--- config.mk ---
export PLATFORM = sky130hd
export DESIGN_NAME = mcpu_prog_loader
export DESIGN_NICKNAME = d
export VERILOG_FILES = /design/src/rtl/mcpu_prog_loader.sv
export SDC_FILE = /design/constraint.sdc
export NUM_CORES = 1
export LEC_CHECK = 0
export CAP_MARGIN = 20
export CORE_MARGIN = 4
export CORE_UTILIZATION = 48
export CTS_CLUSTER_SIZE = 40
export DETAILED_ROUTE_END_ITERATION = 10
export PLACE_DENSITY = 0.86
export SLEW_MARGIN = 20
export SYNTH_ARGS = -nofsm -noshare
export SYNTH_HDL_FRONTEND = slang
export SYNTH_SLANG_ARGS = --single-unit
--- constraint.sdc ---
create_clock -name clk -period 2.7 [get_ports clk]
set_input_delay 0.54 -clock clk [delete_from_list [all_inputs] [get_ports clk]]
set_output_delay 0.54 -clock clk [all_outputs]
set_load 0.03 [all_outputs]
--- src/rtl/mcpu_prog_loader.sv ---
// mcpu_prog_loader
//   Front-end loader for the MCPU. On start it zeroes the whole RAM one word
//   per cycle, streams a program into it over a valid/ready word interface,
//   then lets the CPU run for a fixed number of cycles and reports completion.
//   Every output is registered.
//
// Ports
//   clk         system clock, rising edge
//   reset       asynchronous, active-low reset
//   start       one-cycle request to begin clear/load/run (honoured in idle/done)
//   run_cycles  CPU cycles to run, captured when start is accepted
//   in_valid    in_data/in_last are valid
//   in_ready    loader accepts a word this cycle (high only while loading)
//   in_data     program word
//   in_last     marks the final program word
//   mem_we      RAM write enable
//   mem_addr    RAM write address
//   mem_wdata   RAM write data
//   cpu_reset   active-high reset to the MCPU
//   cpu_en      MCPU clock enable
//   busy        high from accepted start until done
//   done        level, high once the sequence has finished
//   error       program filled the RAM without in_last
//   load_count  number of words written during the load phase
//   checksum    sum of loaded words, wrapping
module mcpu_prog_loader #(
  parameter int WORD_SIZE = 16,
  parameter int ADDR_SIZE = 8,
  parameter int CYC_SIZE  = 16
) (
  input  logic                 clk,
  input  logic                 reset,
  input  logic                 start,
  input  logic [CYC_SIZE-1:0]  run_cycles,
  input  logic                 in_valid,
  output logic                 in_ready,
  input  logic [WORD_SIZE-1:0] in_data,
  input  logic                 in_last,
  output logic                 mem_we,
  output logic [ADDR_SIZE-1:0] mem_addr,
  output logic [WORD_SIZE-1:0] mem_wdata,
  output logic                 cpu_reset,
  output logic                 cpu_en,
  output logic                 busy,
  output logic                 done,
  output logic                 error,
  output logic [ADDR_SIZE:0]   load_count,
  output logic [WORD_SIZE-1:0] checksum
);

  localparam int MEM_DEPTH = 2**ADDR_SIZE;

  // S_FLUSH is the cycle that carries the final load write; the CPU is only
  // released after that write has landed in the RAM.
  typedef enum logic [2:0] {
    S_IDLE, S_CLEAR, S_LOAD, S_FLUSH, S_RUN, S_DONE
  } state_t;

  state_t               state_reg, state_next;
  logic [CYC_SIZE-1:0]  run_cycles_reg, run_cycles_next;
  logic [CYC_SIZE-1:0]  run_cnt_reg, run_cnt_next;
  logic                 mem_we_reg, mem_we_next;
  logic [ADDR_SIZE-1:0] mem_addr_reg, mem_addr_next;
  logic [WORD_SIZE-1:0] mem_wdata_reg, mem_wdata_next;
  logic                 cpu_reset_reg, cpu_reset_next;
  logic                 cpu_en_reg, cpu_en_next;
  logic                 in_ready_reg, in_ready_next;
  logic                 busy_reg, busy_next;
  logic                 done_reg, done_next;
  logic                 error_reg, error_next;
  logic [ADDR_SIZE:0]   load_count_reg, load_count_next;
  logic [WORD_SIZE-1:0] checksum_reg, checksum_next;

  logic accept;
  logic start_ok;
  logic full_word;   // the word being accepted is the last one the RAM can hold
  logic run_last;

  // in_ready_reg is high exactly while in S_LOAD, so it doubles as the state gate.
  assign accept    = in_valid && in_ready_reg;
  assign start_ok  = start && (state_reg == S_IDLE || state_reg == S_DONE);
  assign full_word = (load_count_reg == (ADDR_SIZE+1)'(MEM_DEPTH - 1));
  assign run_last  = (run_cnt_reg == run_cycles_reg - 1'b1);

  // State and output registers
  always_ff @(posedge clk or negedge reset) begin
    if (!reset) begin
      state_reg      <= S_IDLE;
      run_cycles_reg <= '0;
      run_cnt_reg    <= '0;
      mem_we_reg     <= 1'b0;
      mem_addr_reg   <= '0;
      mem_wdata_reg  <= '0;
      cpu_reset_reg  <= 1'b1;
      cpu_en_reg     <= 1'b0;
      in_ready_reg   <= 1'b0;
      busy_reg       <= 1'b0;
      done_reg       <= 1'b0;
      error_reg      <= 1'b0;
      load_count_reg <= '0;
      checksum_reg   <= '0;
    end else begin
      state_reg      <= state_next;
      run_cycles_reg <= run_cycles_next;
      run_cnt_reg    <= run_cnt_next;
      mem_we_reg     <= mem_we_next;
      mem_addr_reg   <= mem_addr_next;
      mem_wdata_reg  <= mem_wdata_next;
      cpu_reset_reg  <= cpu_reset_next;
      cpu_en_reg     <= cpu_en_next;
      in_ready_reg   <= in_ready_next;
      busy_reg       <= busy_next;
      done_reg       <= done_next;
      error_reg      <= error_next;
      load_count_reg <= load_count_next;
      checksum_reg   <= checksum_next;
    end
  end

  // Next-state logic
  always_comb begin
    state_next = state_reg;
    case (state_reg)
      S_IDLE, S_DONE: if (start) state_next = S_CLEAR;
      S_CLEAR:        if (mem_addr_reg == '1) state_next = S_LOAD;
      S_LOAD:         if (accept && (in_last || full_word)) state_next = S_FLUSH;
      S_FLUSH:        state_next = (error_reg || run_cycles_reg == '0) ? S_DONE : S_RUN;
      S_RUN:          if (run_last) state_next = S_DONE;
      default:        state_next = S_IDLE;
    endcase
  end

  // Output / datapath next values
  always_comb begin
    run_cycles_next = run_cycles_reg;
    run_cnt_next    = run_cnt_reg;
    mem_we_next     = 1'b0;
    mem_addr_next   = mem_addr_reg;
    mem_wdata_next  = mem_wdata_reg;
    cpu_reset_next  = cpu_reset_reg;
    load_count_next = load_count_reg;
    checksum_next   = checksum_reg;
    error_next      = error_reg;
    in_ready_next   = (state_next == S_LOAD);
    busy_next       = (state_next != S_IDLE) && (state_next != S_DONE);
    done_next       = (state_next == S_DONE);
    cpu_en_next     = (state_next == S_RUN);

    if (start_ok) begin
      // First clear write goes out on the cycle right after start.
      run_cycles_next = run_cycles;
      load_count_next = '0;
      checksum_next   = '0;
      error_next      = 1'b0;
      cpu_reset_next  = 1'b1;
      mem_we_next     = 1'b1;
      mem_addr_next   = '0;
      mem_wdata_next  = '0;
    end

    case (state_reg)
      S_CLEAR: begin
        if (mem_addr_reg != '1) begin
          mem_we_next    = 1'b1;
          mem_addr_next  = mem_addr_reg + 1'b1;
          mem_wdata_next = '0;
        end
      end
      S_LOAD: begin
        if (accept) begin
          mem_we_next     = 1'b1;
          mem_addr_next   = load_count_reg[ADDR_SIZE-1:0];
          mem_wdata_next  = in_data;
          load_count_next = load_count_reg + 1'b1;
          checksum_next   = checksum_reg + in_data;
          if (full_word && !in_last) error_next = 1'b1;
        end
      end
      S_FLUSH: begin
        run_cnt_next = '0;
        // cpu_reset only drops when the CPU actually gets to run; it then
        // stays low through DONE so the CPU state remains inspectable.
        if (state_next == S_RUN) cpu_reset_next = 1'b0;
      end
      S_RUN: begin
        run_cnt_next = run_cnt_reg + 1'b1;
      end
      default: ;
    endcase
  end

  assign mem_we     = mem_we_reg;
  assign mem_addr   = mem_addr_reg;
  assign mem_wdata  = mem_wdata_reg;
  assign cpu_reset  = cpu_reset_reg;
  assign cpu_en     = cpu_en_reg;
  assign in_ready   = in_ready_reg;
  assign busy       = busy_reg;
  assign done       = done_reg;
  assign error      = error_reg;
  assign load_count = load_count_reg;
  assign checksum   = checksum_reg;

endmodule

Word-level counts from Yosys, hierarchy flattened
Cells that the tools add are included.
{ "classes": {"addsub": 5, "eq_ne": 13, "n_mux": 32, "n_reduce_logical": 14} }
{ "ops": {"columns": ["cell", "n"], "rows": [
  ["$mux W16", 6],
  ["$pmux W16 S2", 2],
  ["$mux W9", 3],
  ["$mux W8", 3],
  ["$add A16 B1 Y16 const B", 1],
  ["$add A16 B16 Y16", 1],
  ["$eq A16 B16 Y1", 1],
  ["$logic_not A16 Y1", 1],
  ["$pmux W8 S2", 1],
  ["$sub A16 B1 Y16 const B", 1],
  ["$pmux W3 S5", 1],
  ["$eq A3 B3 Y1 const B", 4],
  ["$mux W3", 4],
  ["$mux W1", 11],
  ["$add A9 B1 Y9 const B", 1],
  ["$eq A3 B2 Y1 const B", 3],
  ["$eq A9 B8 Y1 const B", 1],
  ["$add A8 B1 Y8 const B", 1],
  ["$eq A8 B8 Y1 const B", 1],
  ["$ne A8 B8 Y1 const B", 1],
  ["$logic_and A1 B1 Y1", 5],
  ["$eq A3 B1 Y1 const B", 1],
  ["$logic_not A3 Y1", 1],
  ["$logic_or A1 B1 Y1", 3],
  ["other kinds (6)", 6]
]} }
{ "word_totals": {"word_cells": 78, "register_bits": 91, "out_inout_bits": 56, "in_bits": 37} }

Longest topological paths before layout
{ "logic_depth": {"word_depth": 8, "mapped_depth": 10, "ltp_nobuf": 10} }

Worst setup path before layout
No wires, ideal clock.
{ "synth_timing": {"path_type": "flip-flop to flip-flop", "start": "reg run_cycles_reg[0]", "end": "reg busy_reg (netlist: busy)", "slack_ps": 61, "setup_time_ps": 125, "period_less_slack_ps": 2639, "path_buffers": 0, "stages_incl_launch_ff": 10, "t_required_ps": 2575, "arrival_time_ps": 2514, "cell_sequence": "dfrtp_1 > inv_1 > ha_1 > nor4b_2 > nand3_1 > mux2_2 > mux2i_1 > or4_4 > o21ai_4 > mux2_4"} }
{ "synth_via": {"elab_chain_len": 6, "elab_cells_between_ends": 10} }
{ "synth_lines": {"columns": ["item", "line_no", "rtl"], "rows": [
  ["start, declared", "60", "logic [CYC_SIZE-1:0] run_cycles_reg, run_cycles_next;"],
  ["start signal, assigned", "104", "run_cycles_reg <= run_cycles_next;"],
  ["$sub A16 B1 Y16 or $logic_not A16 Y1 (tied branches)", "83, 127", null],
  ["$eq A16 B16 Y1 or $logic_or A1 B1 Y1 (tied branches)", "83, 127", null],
  ["$mux W3 or $mux W1 (tied branches)", "128, 127", null],
  ["$pmux W3 S5 *", "123", "case (state_reg)"],
  ["via state_next[0]", "59", "state_t state_reg, state_next;"],
  ["$ne A3 B3 Y1 or $reduce_bool A3 Y1 (tied branches)", "145", "busy_next = (state_next != S_IDLE) && (state_next != S_DONE);"],
  ["$logic_and A1 B1 Y1 *", "145", null],
  ["via busy_next", "68", "logic busy_reg, busy_next;"],
  ["end signal, assigned", "112", "busy_reg <= busy_next;"],
  ["end, declared", "68", null]
]} }
Mark *: on every way through the listed nets, which the timed path passes. The rest lies on a longest branch.
A chain may end at the register's enable or synchronous reset.

Worst setup path in the final report
Same ends and word-level chain as after synthesis.

==> run_results.csv <==
group,metric,value,unit
final_layout,final_nets,704,
setup_path,worstPathCellList,"inv_2, ha_4, nor4b_4, nand3_2, mux2_4, mux2i_1, or4_4, o21ai_4, mux2_4",
yosys,synth_cell_types,63,
power_and_ir_drop,ir_drop,0.270,mV
setup_path,rrSetupSlack,0.05,ns
yosys,ys_seq_elements,91,
drt,drtPass1Iterations,5,
drt,wl_per_cell,16.6,um
setup_path,crit_path_end_kind,"flip-flop",
global_route,grtUsageMet1,26.9,%
yosys,synth-simple-area-share,20.1,%
power_and_ir_drop,p_leak,2.89,nW
global_route,grt_pass1_wl,21700,um
timing,maxSlewViolCount,0,
placed_design,io_buffers,92,
yosys,synth_area_leader_cell,"dfrtp_1",
run,cap_violations,0,
global_route,gr-total-overflow,0,
floorplanning,die-height,111,um
clocking,cts_tree,"done",
global_route,grt_pass1_vias,4508,
global_route,met3_usage,5.64,%
floorplanning,start_util,49.1,%
yosys,syn_inst,532,
setup_path,cpPeakStageDelay,0.56,ns
yosys,synth_compound_area_share,18.0,%
setup_path,critPathRequiredTime,2.95,ns
clocking,cts.clk_slew.worst_paths,0.08,ns
timing,finClkSkew,0.0115,ns
setup_path,crit_cells,9,
drt,vias_per_cell,5.76,
setup_path,cpMostUsedCell,"mux2_4",
placed_design,hpwl,9620,um
yosys,synth_nets,590,
clocking,root_buffer,"clkbuf_8",
yosys,synth-edff-count,0,
placed_design,gp_congestion,0.911,
global_route,grtUsageMet2,35.9,%
setup_path,cp-start-kind,"flip-flop",
floorplanning,core-area,10300,um^2
final_layout,synthToLayoutAreaGrowth,30.0,%
final_layout,drive_gt1_share,12.3,%
drt,wl,13000,um
setup_path,path_class,"reg -> reg",
final_layout,antenna_cells,0,
floorplanning,die_x,111,um
timing,hold_viol,0,
yosys,synth_fa_ha_area_share,5.36,%
placed_design,post_dp_cell_area,6300,um^2
global_route,grt_busiest_layer,"met2",
setup_path,worstPathArrival,2.90,ns
clocking,clk-insertion-delay-late,0.36,ns
yosys,yosys_warnings,0,
timing,finalSetupTns,0,ns
clocking,numCtsBuffers,9,
clocking,cts-htree-levels,3,
timing,finalCriticalPeriod,2.65,ns
final_layout,mostFrequentLayoutCell,"clkdlybuf4s50_1",
clocking,clkSinkCount,91,
min_path,worstHoldPathType,"in -> async",
final_layout,postLayoutCoreUtil,63.8,%
final_layout,mostFrequentLayoutCells,"clkdlybuf4s50_1, dfrtp_1, nand2_1, o21ai_0, buf_4",
setup_path,slowest_stage,"or4_4",
yosys,synth_flop_cell,"dfrtp_1",
yosys,synth_top_family_by_area,"simple AND/OR/NAND/NOR gates",
setup_path,path_max_fanout,6,
timing,setup_viol,0,
floorplanning,io_pins,93,
floorplanning,row_count,37,
setup_path,reg2reg_depth,9,
final_layout,n_fill_cell,837,
timing,rsz0062_at_grt,"true",
status,status,"completed",
drt,drt_iter0_drc,297,
global_route,antenna_found_initial,0,
clocking,cts_hold_buf,0,
timing,relSlewSlack,65.3,%
yosys,ys_seq_area_share,45.2,%
power_and_ir_drop,powerDensity,363,nW/um^2
clocking,clockBufferDepth,2,
drt,detail_route.drc_violations,0,
yosys,synth_area_leaders,"dfrtp_1, nand2_1, ha_1, o21ai_0, xor2_1",
yosys,async_flop_share,100,%
timing,min_period_over_period,98.1,%
yosys,synthMuxAreaShare,1.91,%
final_layout,final_area,6560,um^2
yosys,netlist.area_leader.share,44.6,%
setup_path,path_buf_inv,1,
floorplanning,die_area,12200,um^2
yosys,synth_xor_xnor_area_share,6.42,%
yosys,synth_area,5050,um^2
setup_path,crit_path_start,"run_cycles_reg[0]",
global_route,grt_max_degree,58,
drt,vias,4531,
global_route,track_usage,21.1,%
timing,worst_pin_slew,0.519,ns
yosys,syn_avg_cell_area,9.49,um^2
timing,timing.fmax,378,MHz
setup_path,r2r_start,"run_cycles_reg[0]",
drt,drt.antenna.violating_nets,0,
setup_path,cp_top_family,"simple AND/OR/NAND/NOR gates",
[area by class of cell]
| class | instances | area (um^2) | area share [%] |
|---|---|---|---|
| clock buffers | 12 | 155 | 2.36 |
| well taps | 136 | 170 | 2.59 |
| repair buffers | 124 | 1170 | 17.8 |
| clock inverters | 4 | 33.8 | 0.515 |
| flip-flops and latches | 91 | 2280 | 34.7 |
| multi-input cells | 401 | 2680 | 40.9 |
| inverters | 19 | 71.3 | 1.09 |
[kinds of logic (layout without fill, tap and decap cells)]
family	Yosys count	count (layout)
and+or+nand+nor	198	198
AOI/OAI and AO/OA	136	136
DFF	91	91
buffers and inverters	40	159
xor gates and xnor gates	37	37
adders and majority gates	21	21
muxes	9	9
[what timing repair did]
action | CTS | global route
buffers inserted | 0 | 2
pin swaps | 0 | 1
setup endpoints to repair | 4 | 5
resized for setup | 1 | 14
[synth_stat cells (3+ instances only)]
cell type  count
dfrtp_1       90
inv_1         19
nor2b_1        4
nand4_1       14
a21oi_1       20
mux2i_1        7
clkbuf_1      18
xnor2_1       16
a22o_1        20
or2_2          3
nand3_1       25
o211ai_1       5
nand2b_1       6
or3_1          4
xor2_1        21
nand2_1       75
a21o_1         6
a31oi_1        4
and3_1         3
ha_1          20
a211oi_1       3
nor3_1        15
nor4_1         3
and4_1         3
o21ai_0       48
nor2_1        26
o31ai_1        5
[through the flow]
step / setup slack (ns) / hold WS [ns] / total power, mW / instances
after global routing: -0.0776 / 0.135 / 2.48 / 787
after floorplan: 0.0607 / 0.244 / 1.42 / 532
after CTS: 0.0339 / 0.114 / 2.40 / 785
after global placement: -0.247 / 0.485 / 1.52 / 769
final: 0.0521 / 0.116 / 2.38 / 787
after detailed placement: -0.339 / 0.485 / 1.52 / 769
[final timing paths]
check,to
setup / recovery,busy
hold / removal,in_ready
setup reg to reg,busy
hold reg to reg,mem_wdata[10]
max in group asynchronous,cpu_reset
min in group clk,mem_wdata[10]
[worst register-to-register path: cells and delay by family, from the launching register on]
kind	cells	cell delay, ns
AOI/OAI and AO/OA	1	0.16
muxes	3	0.60
DFF	1	0.40
buffers and inverters	1	0.10
adders and majority gates	1	0.13
and+or+nand+nor	3	1.16
[layer usage]
metal,vias up,part of all wire (%)
li1,2157,-
met1,2197,43
met2,159,50
met3,18,6.4
met4,0,1.1
met5,-,0
[power by group]
part           internal, mW  total (mW)  switching [mW]
Clock                 0.394       0.888           0.494
Sequential             1.36        1.36               0
Combinational        0.0677       0.130          0.0624
Power figures use the tool's default switching activity.
